===== config.mk =====
export PLATFORM = sky130hd
export DESIGN_NAME = data_mem_arbiter
export DESIGN_NICKNAME = d
export VERILOG_FILES = /design/src/rtl/data_mem_arbiter.sv
export SDC_FILE = /design/constraint.sdc
export NUM_CORES = 1
export LEC_CHECK = 0
export ABC_AREA = 0
export CAP_MARGIN = 0
export CORE_ASPECT_RATIO = 0.6
export CORE_MARGIN = 2
export CORE_UTILIZATION = 46
export CTS_BUF_LIST = sky130_fd_sc_hd__clkbuf_16
export CTS_CLUSTER_SIZE = 25
export DETAILED_ROUTE_END_ITERATION = 16
export PLACE_DENSITY = 0.85
export SLEW_MARGIN = 40
export SYNTH_ARGS = -nofsm -noshare
export SYNTH_HDL_FRONTEND = slang
export SYNTH_SLANG_ARGS = --single-unit

===== constraint.sdc =====
create_clock -name mem_clk -period 3 [get_ports mem_clk]
set_input_delay 0.6 -clock mem_clk [delete_from_list [all_inputs] [get_ports mem_clk]]
set_output_delay 0.6 -clock mem_clk [all_outputs]
set_load 0.01 [all_outputs]

===== src/rtl/data_mem_arbiter.sv =====
// rtl/data_mem_arbiter.sv - two-port round-robin arbiter in front of a 64x16 data memory
// Port A (CPU) and port B (loader/debug) share one registered-read memory; all outputs registered.
module data_mem_arbiter (
  input  logic        mem_clk,
  input  logic        reset,
  input  logic        a_req,
  input  logic        a_we,
  input  logic [7:0]  a_addr,
  input  logic [15:0] a_wdata,
  output logic        a_ack,
  output logic        a_err,
  output logic [15:0] a_rdata,
  input  logic        b_req,
  input  logic        b_we,
  input  logic [7:0]  b_addr,
  input  logic [15:0] b_wdata,
  output logic        b_ack,
  output logic        b_err,
  output logic [15:0] b_rdata,
  output logic        mem_dwe,
  output logic [7:0]  mem_addr,
  output logic [15:0] mem_wdata,
  input  logic [15:0] mem_rdata,
  output logic        busy
);

  typedef enum logic [1:0] {IDLE, ISSUE, CAPTURE, ACK} state_t;

  state_t r_state;
  state_t w_state_nxt;

  logic r_last_b;
  logic r_win_b;
  logic r_we;

  logic        w_any_req;
  logic        w_a_wins;
  logic        w_we;
  logic [7:0]  w_addr;
  logic [15:0] w_wdata;
  logic        w_addr_ok;

  // On a tie the port that did not win last time is served.
  assign w_any_req = a_req | b_req;
  assign w_a_wins  = a_req & (~b_req | r_last_b);
  assign w_we      = w_a_wins ? a_we    : b_we;
  assign w_addr    = w_a_wins ? a_addr  : b_addr;
  assign w_wdata   = w_a_wins ? a_wdata : b_wdata;
  assign w_addr_ok = (w_addr[7:6] == 2'b00);

  always_ff @(posedge mem_clk or negedge reset) begin
    if (!reset) begin
      r_state <= IDLE;
    end else begin
      r_state <= w_state_nxt;
    end
  end

  always_comb begin
    w_state_nxt = r_state;
    case (r_state)
      IDLE: begin
        if (w_any_req) begin
          w_state_nxt = w_addr_ok ? ISSUE : ACK;
        end
      end
      ISSUE:   w_state_nxt = CAPTURE;
      CAPTURE: w_state_nxt = ACK;
      ACK:     w_state_nxt = IDLE;
      default: w_state_nxt = IDLE;
    endcase
  end

  always_ff @(posedge mem_clk or negedge reset) begin
    if (!reset) begin
      r_last_b  <= 1'b1;
      r_win_b   <= 1'b0;
      r_we      <= 1'b0;
      a_ack     <= 1'b0;
      a_err     <= 1'b0;
      a_rdata   <= 16'h0000;
      b_ack     <= 1'b0;
      b_err     <= 1'b0;
      b_rdata   <= 16'h0000;
      mem_dwe   <= 1'b0;
      mem_addr  <= 8'h00;
      mem_wdata <= 16'h0000;
      busy      <= 1'b0;
    end else begin
      busy <= (w_state_nxt != IDLE);
      case (r_state)
        IDLE: begin
          if (w_any_req) begin
            r_win_b  <= ~w_a_wins;
            r_last_b <= ~w_a_wins;
            r_we     <= w_we;
            if (w_addr_ok) begin
              mem_addr  <= w_addr;
              mem_wdata <= w_wdata;
              mem_dwe   <= w_we;
            end else if (w_a_wins) begin
              a_ack   <= 1'b1;
              a_err   <= 1'b1;
              a_rdata <= 16'h0000;
            end else begin
              b_ack   <= 1'b1;
              b_err   <= 1'b1;
              b_rdata <= 16'h0000;
            end
          end
        end
        ISSUE: begin
          mem_dwe <= 1'b0;
        end
        CAPTURE: begin
          // mem_rdata now reflects the address presented during ISSUE.
          if (r_win_b) begin
            b_ack <= 1'b1;
            b_err <= 1'b0;
            if (!r_we) b_rdata <= mem_rdata;
          end else begin
            a_ack <= 1'b1;
            a_err <= 1'b0;
            if (!r_we) a_rdata <= mem_rdata;
          end
        end
        ACK: begin
          a_ack <= 1'b0;
          b_ack <= 1'b0;
          a_err <= 1'b0;
          b_err <= 1'b0;
        end
        default: begin
        end
      endcase
    end
  end

endmodule


==> results.py, run 1 <==
metrics = {
    "floorplanning": {
        "rows": 23,
        "coreArea_mm2": 0.00665,
        "dieHeight_um": 68.2,
        "dieArea_mm2": 0.00757,
        "io_pins": 132,
        "die_x_um": 111,
        "start_util_pct": 47.5,
    },
    "detailed_routing": {
        "wl_per_cell_um": 16.1,
        "avgViaCountPerCell": 5.00,
        "drcViolationCount": 0,
        "drt_wl_total_um": 7860,
        "met2WireLength_um": 3830,
        "vias": 2441,
        "drt_iter0_markers": 95,
        "top_layer": "met4",
        "drt_first_pass_iters": 4,
        "wl_met3_um": 489,
        "antenna_left": 0,
        "wl_met1_um": 3470,
    },
    "yosys": {
        "synth.area.top_cells": "dfrtp_1, mux2_4, mux2i_1",
        "ys.warnings.count": 0,
        "synth_cell_types": 40,
        "yosysTopAreaCell": "dfrtp_1",
        "postSynthNetCount": 336,
        "avgSynthCellArea_um2": 12.1,
        "syn_area_mm2": 0.00316,
        "ys_ff_latch": 67,
        "synthCells": 262,
        "ys_seq_area_share_pct": 53.1,
        "yosys.area.top_type_share_pct": 52.3,
    },
    "finish": {
        "insertedDiodeCount": 0,
        "area_growth_pct": 53.0,
        "nNetsFinal": 470,
        "fin_cells": 488,
        "fillerInstances": 464,
        "layout-drive-gt1-share_pct": 16.0,
    },
    "pwr": {
        "leakagePower_nw": 2.17,
        "p_sw_share_pct": 33.8,
        "combinationalPowerShare_pct": 48.1,
        "intPower_mw": 3.33,
        "power_frac_clock_pct": 20.8,
        "power.net_switching_mw": 1.70,
        "pwr-share-seq_pct": 31.0,
        "peakVddDrop_v": 0.000570,
        "power_density_mw_per_mm2": 1040,
    },
    "timing": {
        "setup_viol": 0,
        "rsz0062_at_grt": "no",
        "post-route-period-util_pct": 78.4,
        "maxSlewViolCount": 0,
        "setup_tns_ns": 0,
        "tightest_slew_ns": 0.736,
        "timing.slew.headroom_pct": 50.9,
        "layout_min_cycle_time_ns": 2.35,
        "hold_viol_final": 0,
        "fmax_ghz": 0.425,
        "clock_skew_ns": 0.00717,
    },
    "setup_path": {
        "criticalPathCategory": "flop to flop",
        "end_kind": "flop",
        "cp.arrival_ns": 2.60,
        "crit_fanout": 18,
        "slowest_delay_ns": 0.49,
        "cp_top_family": "compound AO/OA/AOI/OAI gates",
        "cpMaxStageDelayCell": "ha_1",
        "critPathBufInv": 2,
        "worstPathCellList": "inv_1 -> ha_1 -> o21ai_0 -> a21oi_4 -> buf_4 -> nor2_1 -> a21oi_1",
        "required_ns": 3.25,
        "worstSetupStartpointType": "flop",
    },
    "global_route": {
        "overflow": 0,
        "grt_max_degree": 38,
        "grt_pass1_vias": 2406,
        "antenna_found_initial": 0,
        "grt_usage_pct": 21.3,
        "grt_first_pass_wirelength_um": 12300,
    },
    "placement": {
        "hpwlAfterDp_um": 5930,
        "io_buffers": 131,
        "placed_cells": 472,
        "gp_congestion": 0.812,
    },
    "clock_tree": {
        "root_buffer": "clkbuf_16",
        "post_cts.repair.setup_buffers": 0,
        "clock_sinks": 67,
        "ctsHoldBuffers": 0,
        "clock_latency_ns": 0.33,
        "cts_tree": "built",
        "cts_buffers": 9,
        "clk_pin_slew_ns": 0.06,
        "htreeDepth": 3,
        "cts_resized": 0,
        "clockBufferDepth": 2,
    },
    "outcome": {
        "status": "finished clean",
    },
    "job": {
        "drv_cap": 0,
    },
    "hold_path": {
        "hold_class": "input pin to async pin",
    },
}
## logic make-up (layout without fill, tap and decap cells)
| kind of cell | Yosys count | in the layout | synth area share, % |
|---|---|---|---|
| AOI/OAI and AO/OA | 49 | 49 | 9.39 |
| adders and majority gates | 4 | 4 | 1.58 |
| buffers and inverters | 21 | 160 | 4.47 |
| DFF | 67 | 67 | 53.1 |
| muxes | 55 | 55 | 21.1 |
| and+or+nand+nor | 66 | 66 | 10.4 |
## state kept, by name, indices dropped and copies added (netlist names), 2 cells and up
| register | cells |
|---|---|
| a_rdata | 16 |
| mem_addr | 8 |
| r_state | 2 |
| mem_wdata | 16 |
| b_rdata | 16 |
## synth_stat cells, drive strengths merged
cell type	number
a211oi	1
a21bo	1
a21boi	1
a21o	1
a21oi	29
a311oi	1
a31oi	5
and2	17
and2b	1
buf	11
clkbuf	4
dfrtp	66
dfstp	1
ha	4
inv	6
mux2	32
mux2i	23
nand2	4
nand2b	1
nand3	1
nand3b	1
nor2	34
nor2b	3
nor3	2
o211a	1
o21a	2
o21ai	6
o22ai	1
or2	1
or2b	1
## layout make-up
cell class	instances	area [um2]	share of cell area (%)
flip-flops and latches	67	1680	34.7
repair buffers	138	1370	28.4
multi-input cells	174	1350	28.0
clock buffers	9	225	4.66
well taps	87	109	2.25
clock inverters	7	75.1	1.55
inverters	6	22.5	0.466
## worst paths after layout
kind / startpoint / endpoint / slack (ns) / cells after the start
setup / recovery: r_state[1] / mem_wdata[1] / 0.65 / 7
min in group mem_clk: b_rdata[0] / b_rdata[0] / 0.51 / 1
hold reg to reg: b_rdata[0] / b_rdata[0] / 0.51 / 1
setup reg to reg: r_state[1] / mem_wdata[1] / 0.65 / 7
hold / removal: reset / mem_addr[1] / 0.33 / 1
max in group asynchronous: reset / a_rdata[2] / 2.02 / 2
## layer usage
| metal | up-vias | GRT usage [%] |
|---|---|---|
| li1 | 1169 | - |
| met1 | 1185 | 27.5 |
| met2 | 80 | 35.2 |
| met3 | 7 | 7.44 |
| met4 | 0 | 5.31 |
| met5 | - | 0 |
## power groups by stage
stage | logic, mW | clock network [mW] | registers, mW
floorplan | 1.28 | 0 | 1.69
global placement | 2.34 | 0 | 1.55
detailed placement | 2.42 | 0 | 1.57
CTS | 2.44 | 1.06 | 1.56
global route | 2.61 | 1.11 | 1.61
finish | 2.42 | 1.05 | 1.56
## per-stage QoR
stage	power [mW]	instance area [um2]	setup slack, ns	util (%)	hold slack [ns]
global route	5.33	4830	0.444	72.7	0.370
finish	5.03	4830	0.648	72.7	0.328
floorplan	2.97	3160	1.11	-	0.304
CTS	5.06	4830	0.671	72.7	0.345
global placement	3.89	4530	0.514	68.2	0.484
detailed placement	3.98	4530	0.451	68.2	0.498
## cells in the final DEF (no fill, tap or decap), drive strengths merged
cell type      count
o21ai              6
nand3              1
a21bo              1
a211oi             1
buf                8
a311oi             1
clkdlybuf4s50    130
nor3               2
inv                8
nand2              4
clkinvlp           3
nand2b             1
nor2              34
a21o               1
o211a              1
a21boi             1
mux2              32
dfrtp             66
mux2i             23
clkbuf             9
o22ai              1
or2                1
ha                 4
a31oi              5
or2b               1
bufinv             1
and2b              1
o21a               2
dfstp              1
nand3b             1
clkinv             1
a21oi             29
nor2b              3
and2              17
No activity file was read; power rests on OpenSTA's default activity.
==> run 2: changes to the inputs <==
--- a/config.mk
+++ b/config.mk
@@ -9,11 +9,11 @@
 export CAP_MARGIN = 0
 export CORE_ASPECT_RATIO = 0.6
 export CORE_MARGIN = 2
-export CORE_UTILIZATION = 46
+export CORE_UTILIZATION = 43
 export CTS_BUF_LIST = sky130_fd_sc_hd__clkbuf_16
 export CTS_CLUSTER_SIZE = 25
 export DETAILED_ROUTE_END_ITERATION = 16
-export PLACE_DENSITY = 0.85
+export PLACE_DENSITY = 0.81
 export SLEW_MARGIN = 40
 export SYNTH_ARGS = -nofsm -noshare
 export SYNTH_HDL_FRONTEND = slang
==> constraint.sdc (replaced) <==
create_clock -name mem_clk -period 2.2 [get_ports mem_clk]
set_input_delay 0.44 -clock mem_clk [delete_from_list [all_inputs] [get_ports mem_clk]]
set_output_delay 0.44 -clock mem_clk [all_outputs]
set_load 0.01 [all_outputs]
==> results.py, run 2 (synthesis results as in run 1) <==
metrics = {
    "clock_tree": {
        "clk_pin_slew_ns": 0.06,
        "clock_latency_ns": 0.33,
        "ctsHoldBuffers": 0,
        "cts_tree": "built",
        "clock_sinks": 67,
        "htreeDepth": 3,
        "cts_buffers": 9,
        "clockBufferDepth": 2,
        "root_buffer": "clkbuf_16",
        "post_cts.repair.setup_buffers": 0,
    },
    "finish": {
        "most-common-layout-cells": "clkdlybuf4s50_1, dfrtp_1, nor2_1",
        "top_regs": "a_rdata x16, b_rdata x16, mem_wdata x16",
        "nNetsFinal": 474,
        "area_growth_pct": 55.1,
        "fin_cells": 496,
        "fillerInstances": 526,
        "layout-drive-gt1-share_pct": 16.5,
        "final_common_cell": "clkdlybuf4s50_1",
        "insertedDiodeCount": 0,
    },
    "floorplanning": {
        "rows": 24,
        "io_pins": 132,
        "start_util_pct": 44.0,
        "dieHeight_um": 70.4,
        "dieArea_mm2": 0.00807,
        "coreArea_mm2": 0.00718,
        "die_x_um": 115,
    },
    "global_route": {
        "grt_first_pass_wirelength_um": 13000,
        "grt_max_degree": 56,
        "overflow": 0,
        "antenna_found_initial": 0,
        "grt_pass1_vias": 2603,
        "grt_usage_pct": 21.1,
    },
    "placement": {
        "gp_congestion": 0.848,
        "io_buffers": 131,
        "placed_cells": 480,
        "hpwlAfterDp_um": 5910,
    },
    "hold_path": {
        "hold_class": "input pin to async pin",
    },
    "detailed_routing": {
        "drt_wl_total_um": 7950,
        "antenna_left": 0,
        "wl_per_cell_um": 16.0,
        "drcViolationCount": 0,
        "drt_first_pass_iters": 4,
        "drt_iter0_markers": 99,
        "vias": 2422,
        "avgViaCountPerCell": 4.88,
    },
    "setup_path": {
        "worstSetupStartpointType": "flop",
        "criticalPathCategory": "flop to flop",
        "end_kind": "flop",
        "cp.arrival_ns": 2.25,
        "required_ns": 2.43,
        "r2r_setup_slack_ns": 0.19,
        "crit_fanout": 46,
    },
    "timing": {
        "maxSlewViolCount": 0,
        "fmax_ghz": 0.497,
        "tightest_slew_ns": 0.486,
        "hold_viol_final": 0,
        "setup_viol": 0,
        "post-route-period-util_pct": 91.5,
        "setup_tns_ns": 0,
        "layout_min_cycle_time_ns": 2.01,
        "clock_skew_ns": 0.00934,
        "timing.slew.headroom_pct": 67.3,
        "rsz0062_at_grt": "no",
    },
    "pwr": {
        "leakagePower_nw": 2.20,
        "power_density_mw_per_mm2": 1410,
        "peakVddDrop_v": 0.000655,
    },
    "job": {
        "drv_cap": 0,
    },
    "outcome": {
        "status": "finished clean",
    },
}
run 2: cell count changes in the layout (fill, tap and decap cells not counted), sizes merged:
cell,change
buf,+4
inv,-2
clkinv,+2
run 2: critical path, cell delays in order, from the launching register on:
cell and delay (ns):
dfrtp_1 0.41, inv_1 0.11, ha_2 0.30, buf_4 0.18, o21ai_0 0.19, a21oi_4 0.24
buf_12 0.24, nor2_1 0.08, a21oi_1 0.17
run 2: routing by layer:
layer | part of all wire [%] | vias to the layer above | GRT usage, %
met4 | 1.0 | 0 | 6.64
met3 | 4.2 | 5 | 5.64
met5 | 0 | - | 0
met2 | 46 | 51 | 31.7
met1 | 49 | 1181 | 29.9
li1 | - | 1185 | -
run 2: final timing paths:
| kind | start | end | cells after the start |
|---|---|---|---|
| setup / recovery | r_state[1] | mem_addr[0] | 8 |
| hold / removal | reset | mem_addr[2] | 1 |
| setup reg to reg | r_state[1] | mem_addr[0] | 8 |
| hold reg to reg | mem_addr[6] | mem_addr[6] | 1 |
| max in group asynchronous | reset | r_last_b | 2 |
| min in group mem_clk | mem_addr[6] | mem_addr[6] | 1 |
run 2: final cells by class:
class	instances	area, um2	area share (%)
clock buffers	9	225	4.60
clock inverters	7	68.8	1.40
inverters	6	22.5	0.460
multi-input cells	174	1350	27.6
flip-flops and latches	67	1680	34.2
well taps	91	114	2.32
repair buffers	142	1440	29.4
run 2: repair_timing:
| action | CTS | global route |
|---|---|---|
| hold endpoints to repair | 0 | 0 |
| resized for setup | 0 | 1 |
| endpoints found under the setup margin | 0 | 1 |
run 2: power by group:
group / total [mW] / internal, mW / switching, mW
Clock: 1.40 / 0.870 / 0.528
Combinational: 3.37 / 1.95 / 1.42
Sequential: 2.12 / 1.79 / 0.333
run 2: metrics by stage:
step                      setup slack, ns  util (%)  hold WS [ns]  power, mW  area (um2)
after detailed placement           0.0246      64.2         0.366       5.50        4600
final                               0.186      68.3        0.0195       6.89        4900
after CTS                          0.0988      68.3        0.0212       6.94        4900
after floorplan                     0.404         -         0.144       4.05        3160
after global routing               0.0837      68.3        0.0333       7.32        4900
after global placement             0.0511      64.2         0.357       5.40        4600
